[config.mk]
export PLATFORM = sky130hd
export DESIGN_NAME = y_row_packer
export DESIGN_NICKNAME = d
export VERILOG_FILES = /design/src/rtl/y_row_packer.sv
export SDC_FILE = /design/constraint.sdc
export NUM_CORES = 1
export LEC_CHECK = 0
export BUFFER_PORTS_ARGS = -buffer_cell sky130_fd_sc_hd__buf_4
export CORE_MARGIN = 8
export CORE_UTILIZATION = 53
export CTS_BUF_LIST = sky130_fd_sc_hd__clkbuf_4
export DETAILED_ROUTE_END_ITERATION = 10
export PLACE_DENSITY = 0.75
export SLEW_MARGIN = 30
export SYNTH_ARGS = -nofsm -noshare
export SYNTH_HDL_FRONTEND = slang
export SYNTH_SLANG_ARGS = --single-unit
[constraint.sdc]
create_clock -name clock -period 2.6 [get_ports clock]
set_clock_uncertainty 0.2 [all_clocks]
set_input_delay 0.26 -clock clock [delete_from_list [all_inputs] [get_ports clock]]
set_output_delay 0.26 -clock clock [all_outputs]
set_load 0.005 [all_outputs]
[src/rtl/y_row_packer.sv]
// ---------------------------------------------------------------------------
// y_row_packer
//
// Write-side packer for the Y SRAM row format. Nonzero complex matrix entries
// arrive over a valid/ready handshake. They are packed four per 256-bit word
// and written to Y SRAM at consecutive addresses. The stream is terminated by
// an EOF word, which lets the compute-side arbiter and selector stop cleanly.
//
// Word layout: slot k sits at WriteBus[64k+63:64k], and slot 0 is filled first.
//   slot = {valid, eof, diag, col[12:0], element[47:0]}
// Unused slots are written as zero. A row never spans words, so every row
// starts at slot 0.
//
// Optional feature (compile-time macro ROW_CHECK_EN):
//   When defined, each row is checked for strictly ascending columns and for
//   exactly one diagonal entry. A violation sets the sticky err flag, and the
//   offending entry is still packed. When undefined, err is tied to 0.
//
// Ports
//   clock       in   1        rising-edge clock
//   reset       in   1        asynchronous active-low reset
//   start       in   1        pulse: restart at BASE_ADDR, clear done/ovf/err
//   in_valid    in   1        entry present
//   in_ready    out  1        entry accepted this cycle (high only while filling)
//   in_col      in   13       column index
//   in_diag     in   1        entry is the row diagonal
//   in_element  in   48       {real[47:24], imag[23:0]}
//   in_row_end  in   1        last entry of its row
//   in_mat_end  in   1        last entry of the matrix
//   WE          out  1        Y SRAM write enable, one cycle per word
//   WriteReq    out  ADDR_W   Y SRAM write address (holds while WE=0)
//   WriteBus    out  256      Y SRAM write data (holds while WE=0)
//   done        out  1        sticky: EOF word written
//   ovf         out  1        sticky: address space exhausted
//   err         out  1        sticky: row format violation
// ---------------------------------------------------------------------------
module y_row_packer #(
  parameter int SLOTS     = 4,
  parameter int ADDR_W    = 11,
  parameter int BASE_ADDR = 0,
  parameter int MAX_ADDR  = 2047
) (
  input  logic                  clock,
  input  logic                  reset,
  input  logic                  start,
  input  logic                  in_valid,
  output logic                  in_ready,
  input  logic [12:0]           in_col,
  input  logic                  in_diag,
  input  logic [47:0]           in_element,
  input  logic                  in_row_end,
  input  logic                  in_mat_end,
  output logic                  WE,
  output logic [ADDR_W-1:0]     WriteReq,
  output logic [64*SLOTS-1:0]   WriteBus,
  output logic                  done,
  output logic                  ovf,
  output logic                  err
);

  localparam int CNT_W = $clog2(SLOTS);
  // One extra address bit so that "one past MAX_ADDR" is representable.
  localparam logic [ADDR_W:0] BASE_A = (ADDR_W+1)'(BASE_ADDR);
  localparam logic [ADDR_W:0] MAX_A  = (ADDR_W+1)'(MAX_ADDR);
  // EOF marker: only the valid and EOF bits of slot 0 are set.
  localparam logic [64*SLOTS-1:0] EOF_WORD = (64*SLOTS)'(64'hC000_0000_0000_0000);

  typedef enum logic [2:0] {
    S_IDLE,
    S_FILL,
    S_FLUSH,
    S_EOF_WR,
    S_DONE,
    S_OVF
  } state_t;

  state_t                state;
  logic [ADDR_W:0]       addr;
  logic [64*SLOTS-1:0]   word_buf;
  logic [CNT_W-1:0]      cnt;
  logic                  eof_pend;

  logic [63:0]           new_slot;
  logic [64*SLOTS-1:0]   word_next;
  logic                  close_word;
  logic [ADDR_W:0]       addr_inc;
  logic                  addr_over;
  logic                  inc_over;

  assign in_ready = (state == S_FILL);

  assign new_slot = {1'b1, 1'b0, in_diag, in_col, in_element};

  // This is the word as it will look once the incoming entry lands in slot cnt.
  always_comb begin
    word_next = word_buf;
    word_next[{cnt, 6'd0} +: 64] = new_slot;
  end

  // The word closes on the last slot or at any row boundary. A full slot 3
  // that also ends a row produces exactly one write.
  assign close_word = (cnt == CNT_W'(SLOTS - 1)) | in_row_end | in_mat_end;
  assign addr_inc   = addr + 1'b1;
  assign addr_over  = (addr > MAX_A);
  assign inc_over   = (addr_inc > MAX_A);

  always_ff @(posedge clock or negedge reset) begin
    if (!reset) begin
      state    <= S_IDLE;
      addr     <= '0;
      word_buf <= '0;
      cnt      <= '0;
      eof_pend <= 1'b0;
      WE       <= 1'b0;
      WriteReq <= '0;
      WriteBus <= '0;
      done     <= 1'b0;
      ovf      <= 1'b0;
    end else if (start) begin
      // start aborts any partial word and takes priority over an accept.
      state    <= S_FILL;
      addr     <= BASE_A;
      word_buf <= '0;
      cnt      <= '0;
      eof_pend <= 1'b0;
      WE       <= 1'b0;
      done     <= 1'b0;
      ovf      <= 1'b0;
    end else begin
      case (state)
        S_FILL: begin
          if (in_valid) begin
            if (close_word) begin
              word_buf <= '0;
              cnt      <= '0;
              if (addr_over) begin
                ovf   <= 1'b1;
                state <= S_OVF;
              end else begin
                WE       <= 1'b1;
                WriteReq <= addr[ADDR_W-1:0];
                WriteBus <= word_next;
                eof_pend <= in_mat_end;
                state    <= S_FLUSH;
              end
            end else begin
              word_buf <= word_next;
              cnt      <= cnt + 1'b1;
            end
          end
        end
        S_FLUSH: begin
          WE   <= 1'b0;
          addr <= addr_inc;
          if (eof_pend) begin
            if (inc_over) begin
              ovf   <= 1'b1;
              state <= S_OVF;
            end else begin
              WE       <= 1'b1;
              WriteReq <= addr_inc[ADDR_W-1:0];
              WriteBus <= EOF_WORD;
              state    <= S_EOF_WR;
            end
          end else begin
            state <= S_FILL;
          end
        end
        S_EOF_WR: begin
          WE       <= 1'b0;
          addr     <= addr_inc;
          eof_pend <= 1'b0;
          done     <= 1'b1;
          state    <= S_DONE;
        end
        default: begin
          WE <= 1'b0;
        end
      endcase
    end
  end

`ifdef ROW_CHECK_EN
  logic        accept;
  logic        in_row;
  logic [12:0] prev_col;
  logic [1:0]  diag_cnt;
  logic [1:0]  diag_sum;
  logic        col_bad;
  logic        diag_bad;

  assign accept   = in_ready & in_valid;
  // The count saturates at 2: only "exactly one" matters.
  assign diag_sum = (diag_cnt == 2'd2) ? 2'd2 : diag_cnt + {1'b0, in_diag};
  assign col_bad  = in_row & (in_col <= prev_col);
  assign diag_bad = (in_row_end | in_mat_end) & (diag_sum != 2'd1);

  always_ff @(posedge clock or negedge reset) begin
    if (!reset) begin
      in_row   <= 1'b0;
      prev_col <= '0;
      diag_cnt <= '0;
      err      <= 1'b0;
    end else if (start) begin
      in_row   <= 1'b0;
      diag_cnt <= '0;
      err      <= 1'b0;
    end else if (accept) begin
      if (col_bad | diag_bad) begin
        err <= 1'b1;
      end
      prev_col <= in_col;
      if (in_row_end | in_mat_end) begin
        in_row   <= 1'b0;
        diag_cnt <= '0;
      end else begin
        in_row   <= 1'b1;
        diag_cnt <= diag_sum;
      end
    end
  end
`else
  assign err = 1'b0;
`endif

endmodule
* Word-level counts from Yosys, hierarchy flattened *
Cells that the tools add are included.

word-level totals
  memory bits (read-only) = 0
  memories = 0
  output and inout port bits = 272
  register bits after elaboration = 544
  RAM bits = 0
  bits in latches = 0

operators by class
  shift-type cells = 2
  div/mod/pow operators = 0
  bitwise operators = 3
  multiply operators = 0
  multiplexer cells = 51
  eq/ne operators = 15
  add/sub/neg operators = 3
  $lt $le $gt $ge = 2
  reduce and logical (&&, ||, !) cells = 15

operator list
  operator                     count
  $mux W256                    9
  $pmux W256 S2                1
  $bwmux W256                  1
  $shift A64 B10 Y256 const A  1
  $shiftx A64 B10 Y256         1
  $mux W11                     5
  $gt A12 B11 Y1 const B       2
  $mux W12                     2
  $pmux W11 S2                 1
  $mux W1                      18
  $mux W3                      6
  $add A12 B1 Y12 const B      1
  $ne A3 B3 Y1 const B         4
  $neg A8 Y10                  1
  $reduce_bool A2 Y1           5
  $pmux W3 S3                  1
  $mux W2                      4
  $ne A2 B2 Y1 const B         4
  $reduce_and A7 Y1            1
  $eq A3 B2 Y1 const B         2
  $ne A3 B2 Y1 const B         2
  $pmux W1 S2                  3
  $reduce_and A3 Y1            2
  $reduce_and A6 Y1            1
  11 further kinds             13

* Longest topological paths before layout *
Gate-level depths: netlist of run 1.

  depth after elaboration = 7
  depth in mapped cells = 10
  mapped depth without buffers = 6

* Least setup slack after synthesis of run 1 *
Ideal clock, no wire load.

  path type = reg-to-reg
  start point = reg state[2]
  end point = reg WriteReq[1]
  stages on the path, launching flop included = 7
  path slack = 187 ps
  data arrival time = 2085 ps
  library setup time = 127 ps
  buffers on the path = 2
  path through = dfrtp_1 -> or3b_4 -> or4_1 -> buf_4 -> o31ai_2 -> buf_6 -> mux2_1

between the ends
  longest elaborated chain between the ends = 3
  elaborated cells between the ends (all ways) = 10
  classes of those cells = eq/ne: 7; mux: 1; reduce/logical: 2

RTL lines
  element                                         line  source
  start: declaration                              77    state_t state;
  start signal: assignment                        109   state <= S_IDLE;
  start signal: assignment                        121   state <= S_FILL;
  start signal: assignment                        138   state <= S_OVF;
  $eq A3 B2 Y1 or $eq A3 B1 Y1 (tied branches)    130   case (state)
  $ne A2 B2 Y1 (no line) (tied with other cells)  --
  $reduce_and A7 Y1 (no line)                     --
  end signal: assignment                          141   WriteReq <= addr[ADDR_W-1:0];
  end signal: assignment                          161   WriteReq <= addr_inc[ADDR_W-1:0];
  end: declaration                                54    output logic [ADDR_W-1:0] WriteReq,

Several ways; a longest one is shown, not always the timed one.
A chain may end at the register's enable or synchronous reset.

* Worst setup path after layout of run 1 *
  start point = reg state[2]
  end point = reg WriteBus[89]

between the ends
  longest elaborated chain between the ends = 3
  elaborated cells between the ends (all ways) = 10
  classes of those cells = eq/ne: 7; mux: 1; reduce/logical: 2

RTL lines
  element                                         line  source
  $eq A3 B2 Y1 or $eq A3 B1 Y1 (tied branches)    130
  $ne A2 B2 Y1 (no line) (tied with other cells)  --
  $reduce_and A7 Y1 (no line)                     --
  end signal: assignment                          142   WriteBus <= word_next;
  end: declaration                                55    output logic [64*SLOTS-1:0] WriteBus,

Several ways; a longest one is shown, not always the timed one.

==> impl_results.md, run 1 <==
- Status: completed
- RSZ-0062 raised after global routing: true
- Pre-CTS setup slack: 0.115 ns
- Register area share after synthesis: 59.7%
- Number of enable flip-flop cells after synthesis: 0
- # DRC: 0
- Number of synthesis warnings: 0
- Core ar.: 0.0428 mm2
- Detailed Place HPWL: 42.1 mm
- Worst setup slack after layout: 0.127 ns
- Placed insts: 2861
- Slew HR: 43.9%
- Async set or reset register ratio after synthesis: 100%
- Fmax: 404 MHz
- Final std cell area, no fill: 0.0293 mm2
- DRT Pass-1 Iters: 6
- CTS tree: done
- Syn_nets: 2171
- Die X: 223 um
- First-pass GRT wire length: 113 mm
- Dominant cells by area after synthesis: dfrtp_1 (60%), a22o_1 (7.1%), o22ai_1 (6.8%)
- Post-CTS setup buffers: 0
- Crit path DAT: 3.02 ns
- Startpoint Class: flip-flop
- Ys flop type: dfrtp_1
- Setup-failing EPs final: 0
- Buffers on Ports: 338
- 1st-iter DRT viols: 1993
- Vias per inst: 6.02
- Largest area contributor in the netlist: dfrtp_1
- FP Rows: 76
- Max Slew Vio Count: 0
- VDD IR max: 0.407 mV
- Non-Filler Instances: 3233
- Period utilization: 95.1%
- Clk sinks: 544
- ANT nets after route: 0
- Yosys reg bits: 544
- Initial antenna violation count: 2
- CTS Buffer Depth: 3
- Critical Path RT: 3.15 ns
- Worst hold path stage count: 3
- Final hold violation count: 0
- Starting density of the core: 53.3%
- Synthesized instance count: 2097
- Final nets: 2662
- Setup CP Type: reg2reg
- Most common cell after layout, fill and taps aside: dfrtp_1
- Largest net degree at the start of global routing: 109
- Mapped Area: 0.0228 mm2
- Mean area per synthesized cell: 10.9 um2
- Htree depth: 4
- Worst-Margin Slew: 0.841 ns
- Area Growth Syn to Fin: 28.7%
- Final GP Congestion: 0.841
- Vias in the first global route: 19900
- WHS: 0.0807 ns
- Setup tns final: 0 ns
- Share of the synthesized area in the top cell type: 59.7%
- Final min period: 2.47 ns
- CTS Buf Count: 143
- Total power draw: 19.1 mW
- Leading cell types in the layout, fill and taps excluded: dfrtp_1 (544), buf_4 (378), nand2_1 (260)
- Drt total wl: 72.0 mm
- Final core occ: 68.5%
- Cell variety after synth: 55
- Clock Pin Slew Worst Setup and Hold Paths: 0.07 ns
- Total global-route track usage: 28.2%
- Hold crit path type: in2reg
- Total number of vias: 19500
- Clk_lat worst skew: 0.86 ns
- MaxCap Viol Count: 0
- GRT overflow: 0
- Reg2reg path depth: 5
- Root buffer cell: clkbuf_4
- Drt wl/cell: 22.3 um
- Crit. End Element: flip-flop
- Placed inst area: 0.0262 mm2
- Layout cells sized above 1: 24.7%
- Pwr Density: 650 mW/mm2
- P_leak: 14.4 nW
- CP max FO: 52
- DIE AREA: 0.0499 mm2
- Filler Cell Count: 3191
- Die Y: 223 um
- IO Pins: 340
-- cell type report --
type	count	area, um2	share of cell area [%]
Timing Repair Buffer	543	4910	16.7
Tap cell	546	683	2.33
Antenna cell	3	7.51	0.0256
Clock inverter	42	275	0.939
Sequential cell	544	13600	46.4
Multi-Input combinational cell	1345	8300	28.3
Clock buffer	199	1490	5.09
Inverter	11	41.3	0.141
-- routing by layer --
metal  wire [um]  vias up  part of all wire [%]  global-route usage [%]
li1            -     8585                     -                       -
met1       30200     9734                    42                    38.2
met2       33400     1018                    46                    42.7
met3        6410      129                   8.9                    7.13
met4        2010        0                   2.8                    12.3
met5           0        -                     0                   0.302
-- state kept, by name, summed over array words and instances (netlist names) --
name      cells
WriteReq     11
state         3
eof_pend      1
done          1
WE            1
addr         12
word_buf    256
cnt           2
WriteBus    256
ovf           1
-- cell families after synthesis --
kind of cell             share of synthesized area, %
multiplexers                                    0.637
other                                          0.0165
XOR/XNOR                                        0.692
adder cells (fa/ha/maj)                         0.329
buffers and inverters                            4.29
flip-flops                                       59.7
AO/OA/AOI/OAI                                    21.2
AND/OR/NAND/NOR                                  13.1
-- cells in the mapped netlist, types with 2 or more instances --
cell type,n
a31o_1,2
nand2_1,261
a31o_2,3
buf_1,2
and2_1,69
clkbuf_1,90
nor3_1,13
a21oi_1,196
mux2_2,3
buf_6,5
inv_1,11
a22o_1,186
nand2b_1,3
nand3_1,3
o22ai_1,248
o21ai_0,6
buf_2,86
o21ai_1,3
ha_1,6
xor2_1,9
nor2_1,25
nor4_1,6
mux2_1,9
xnor2_1,9
nor2b_1,187
a22oi_1,62
dfrtp_1,544
a211oi_1,2
nand4_1,4
nor4b_1,3
a31oi_1,2
or3_1,3
buf_4,14
-- path summary, 6_finish.rpt --
kind	startpoint	endpoint	slack (ns)
hold / removal	in_element[10]	word_buf[74]	0.08
min in group asynchronous	reset	done	0.42
max in group asynchronous	reset	word_buf[232]	1.24
setup reg to reg	state[2]	WriteBus[89]	0.13
hold reg to reg	word_buf[221]	word_buf[221]	0.27
setup / recovery	state[2]	WriteBus[89]	0.13
-- critical path, stage by stage, from the launching register on --
cell	delay [ns]
dfrtp_1	0.38
or3b_4	0.43
or4_4	0.59
buf_12	0.24
clkbuf_16	0.26
o22ai_1	0.25
-- report_power, final --
group          switching [mW]  total [mW]  internal (mW)
logic                    1.43        2.49           1.06
clock network            3.53        7.44           3.92
registers               0.275        9.12           8.85
-- repair_timing --
item | CTS | global route
hold endpoints to repair | 1003 | 0
resized for setup | 0 | 6
hold buffers | 126 | 0
setup endpoints to repair | 0 | 85
No activity file was read; power rests on OpenSTA's default activity.
==> run 2: changes to the inputs <==
Settings changed: REMOVE_ABC_BUFFERS set to 1.
==> run 2 against run 1 <==
Against the previous run: register-to-register slack lost 0.02 ns; total power down 0.88%; combinational power fell by 2%; utilization decreased by 0.46 points; die area is the same; clock power down 1%; via count is essentially flat.
==> impl_results.md, run 2 (synthesis gave the netlist of run 1 again) <==
- Slew HR: 52.6% (was 43.9%)
- Hold_sp: in_element[9] (was in_element[10])
- Period utilization: 95.8% (was 95.1%)
- M1 GR Usage: 37.8% (was 38.2%)
- P_leak: 14.2 nW (was 14.4 nW)
- Crit path DAT: 3.05 ns (was 3.02 ns)
- Core ar.: 0.0428 mm2 (unchanged)
- Critical Path RT: 3.16 ns (was 3.15 ns)
- Drt wl/cell: 22.4 um (was 22.3 um)
- Buffers on Ports: 338 (unchanged)
- Crit. End Element: flip-flop (unchanged)
- Hold crit path type: in2reg (unchanged)
- Layout cells sized above 1: 24.4% (was 24.7%)
- Initial antenna violation count: 2 (unchanged)
- Area Growth Syn to Fin: 27.8% (was 28.7%)
- Total global-route track usage: 28.5% (was 28.2%)
- Clk sinks: 544 (unchanged)
- CP Launch Point: cnt[0] (was state[2])
- Leading cell types in the layout, fill and taps excluded: dfrtp_1 (544), buf_4 (374), nand2_1 (260) (was dfrtp_1 (544), buf_4 (378), nand2_1 (260))
- Detailed Place HPWL: 41.7 mm (was 42.1 mm)
- Final nets: 2655 (was 2662)
- VDD IR max: 0.428 mV (was 0.407 mV)
- Final GP Congestion: 0.817 (was 0.841)
- Biggest regs: WriteBus: 256 flops, word_buf: 256 flops, addr: 12 flops (unchanged)
- Vias per inst: 6.05 (was 6.02)
- CP max FO: 5 (was 52)
- Vias in the first global route: 20100 (was 19900)
- Setup-failing EPs final: 0 (unchanged)
- Final hold violation count: 0 (unchanged)
- Root buffer cell: clkbuf_4 (unchanged)
- Buffers and inverters on the worst path: 2 (unchanged)
- CP max-delay cell: dlygate4sd3_1 (was or4_4)
- Clk_lat worst skew: 0.86 ns (about the same)
- Fmax: 402 MHz (was 404 MHz)
- Setup CP Type: reg2reg (unchanged)
- CP peak stage delay: 0.58 ns (was 0.59 ns)
- Die X: 223 um (unchanged)
- FP Rows: 76 (unchanged)
- Placed inst area: 0.0260 mm2 (was 0.0262 mm2)
- Worst reg2reg startpoint: cnt[0] (was state[2])
- Drt total wl: 72.1 mm (was 72.0 mm)
- Max Slew Vio Count: 0 (unchanged)
- GRT overflow: 0 (unchanged)
- First-pass GRT wire length: 114 mm (was 113 mm)
- Cell depth of the worst setup path: 7 (was 5)
- Pwr Density: 649 mW/mm2 (was 650 mW/mm2)
- Htree depth: 4 (unchanged)
- Final min period: 2.49 ns (was 2.47 ns)
- RSZ-0062 raised after global routing: false (was true)
- Largest net degree at the start of global routing: 169 (was 109)
- Top Usage Layer GRT: met2 (unchanged)
- CTS Buffer Depth: 3 (unchanged)
- ANT nets after route: 0 (unchanged)
- Worst hold path stage count: 3 (unchanged)
- Clock Pin Slew Worst Setup and Hold Paths: 0.06 ns (was 0.07 ns)
- 1st-iter DRT viols: 2058 (was 1993)
- Reg2reg path depth: 7 (was 5)
- MaxCap Viol Count: 0 (unchanged)
- Most common cell after layout, fill and taps aside: dfrtp_1 (unchanged)
- Filler Cell Count: 3135 (was 3191)
- Critical Path, Cell by Cell: ha_4, nor4_1, and3_1, dlygate4sd3_1, buf_4, a21oi_1, nor2_1 (was or3b_4, or4_4, buf_12, clkbuf_16, o22ai_1)
- CP top delay family: simple AND/OR/NAND/NOR gates (unchanged)
- CTS Buf Count: 142 (was 143)
- Worst-Margin Slew: 0.711 ns (was 0.841 ns)
- # DRC: 0 (unchanged)
- CTS tree: done (unchanged)
- IO Pins: 340 (unchanged)
- M2 GR Usage: 44.5% (was 42.7%)
- Total number of vias: 19500 (about the same)
- DRT Pass-1 Iters: 5 (was 6)
- Final core occ: 68.1% (was 68.5%)
- Final std cell area, no fill: 0.0291 mm2 (was 0.0293 mm2)
- Startpoint Class: flip-flop (unchanged)
- Status: completed (unchanged)
- Met3 GRT Util: 6.47% (was 7.13%)
- Starting density of the core: 53.3% (unchanged)
- DIE AREA: 0.0499 mm2 (unchanged)
- Die Y: 223 um (unchanged)
## run 2: path summary, 6_finish.rpt
check,slack [ns],end
setup / recovery,0.11,word_buf[191]
hold / removal,0.05,word_buf[137]
setup reg to reg,0.11,word_buf[191]
hold reg to reg,0.27,word_buf[252]
max in group asynchronous,1.24,word_buf[127]
min in group asynchronous,0.49,word_buf[110]
## run 2: repair_timing
item,in CTS,in global routing
resized for setup,0,4
setup buffers,0,0
hold buffers,131,0
hold endpoints to repair,1004,0
endpoints found under the setup margin,0,78
## run 2: per-stage QoR
stage                     std cells   TNS, ns  total power [mW]  worst slack, ns  hold slack (ns)
after detailed placement       2851         0              11.5            0.152           0.0650
after floorplan                1900  -2926.28              10.0           -10.02           -0.236
after global placement         2851         0              11.4            0.174           0.0584
after CTS                      3215         0              19.0           0.0452         0.000121
final                          3219         0              18.9            0.110           0.0538
after global routing           3219         0              19.7           0.0118           0.0335
## run 2: power breakdown
part / internal [mW] / switching, mW
sequential: 8.85 / 0.273
combinational: 1.04 / 1.40
clock: 3.87 / 3.47
## run 2: area by class of cell
class,instances,area (um2),share of cell area [%]
well taps,546,683,2.35
diodes,3,7.51,0.0258
clock buffers,204,1530,5.26
flip-flops and latches,544,13600,46.7
clock inverters,29,193,0.662
inverters,11,41.3,0.142
repair buffers,537,4750,16.3
multi-input cells,1345,8300,28.5
## run 2: metal layers
layer / wire length [um] / vias up
met4: 2150 / 0
met1: 29100 / 9706
li1: - / 8554
met5: 0 / -
met2: 34500 / 1050
met3: 6410 / 151
## run 2: worst min-delay path, cell delays in order
cell	delay, ns
dlygate4sd3_1	0.53
buf_4	0.16
a22o_1	0.13
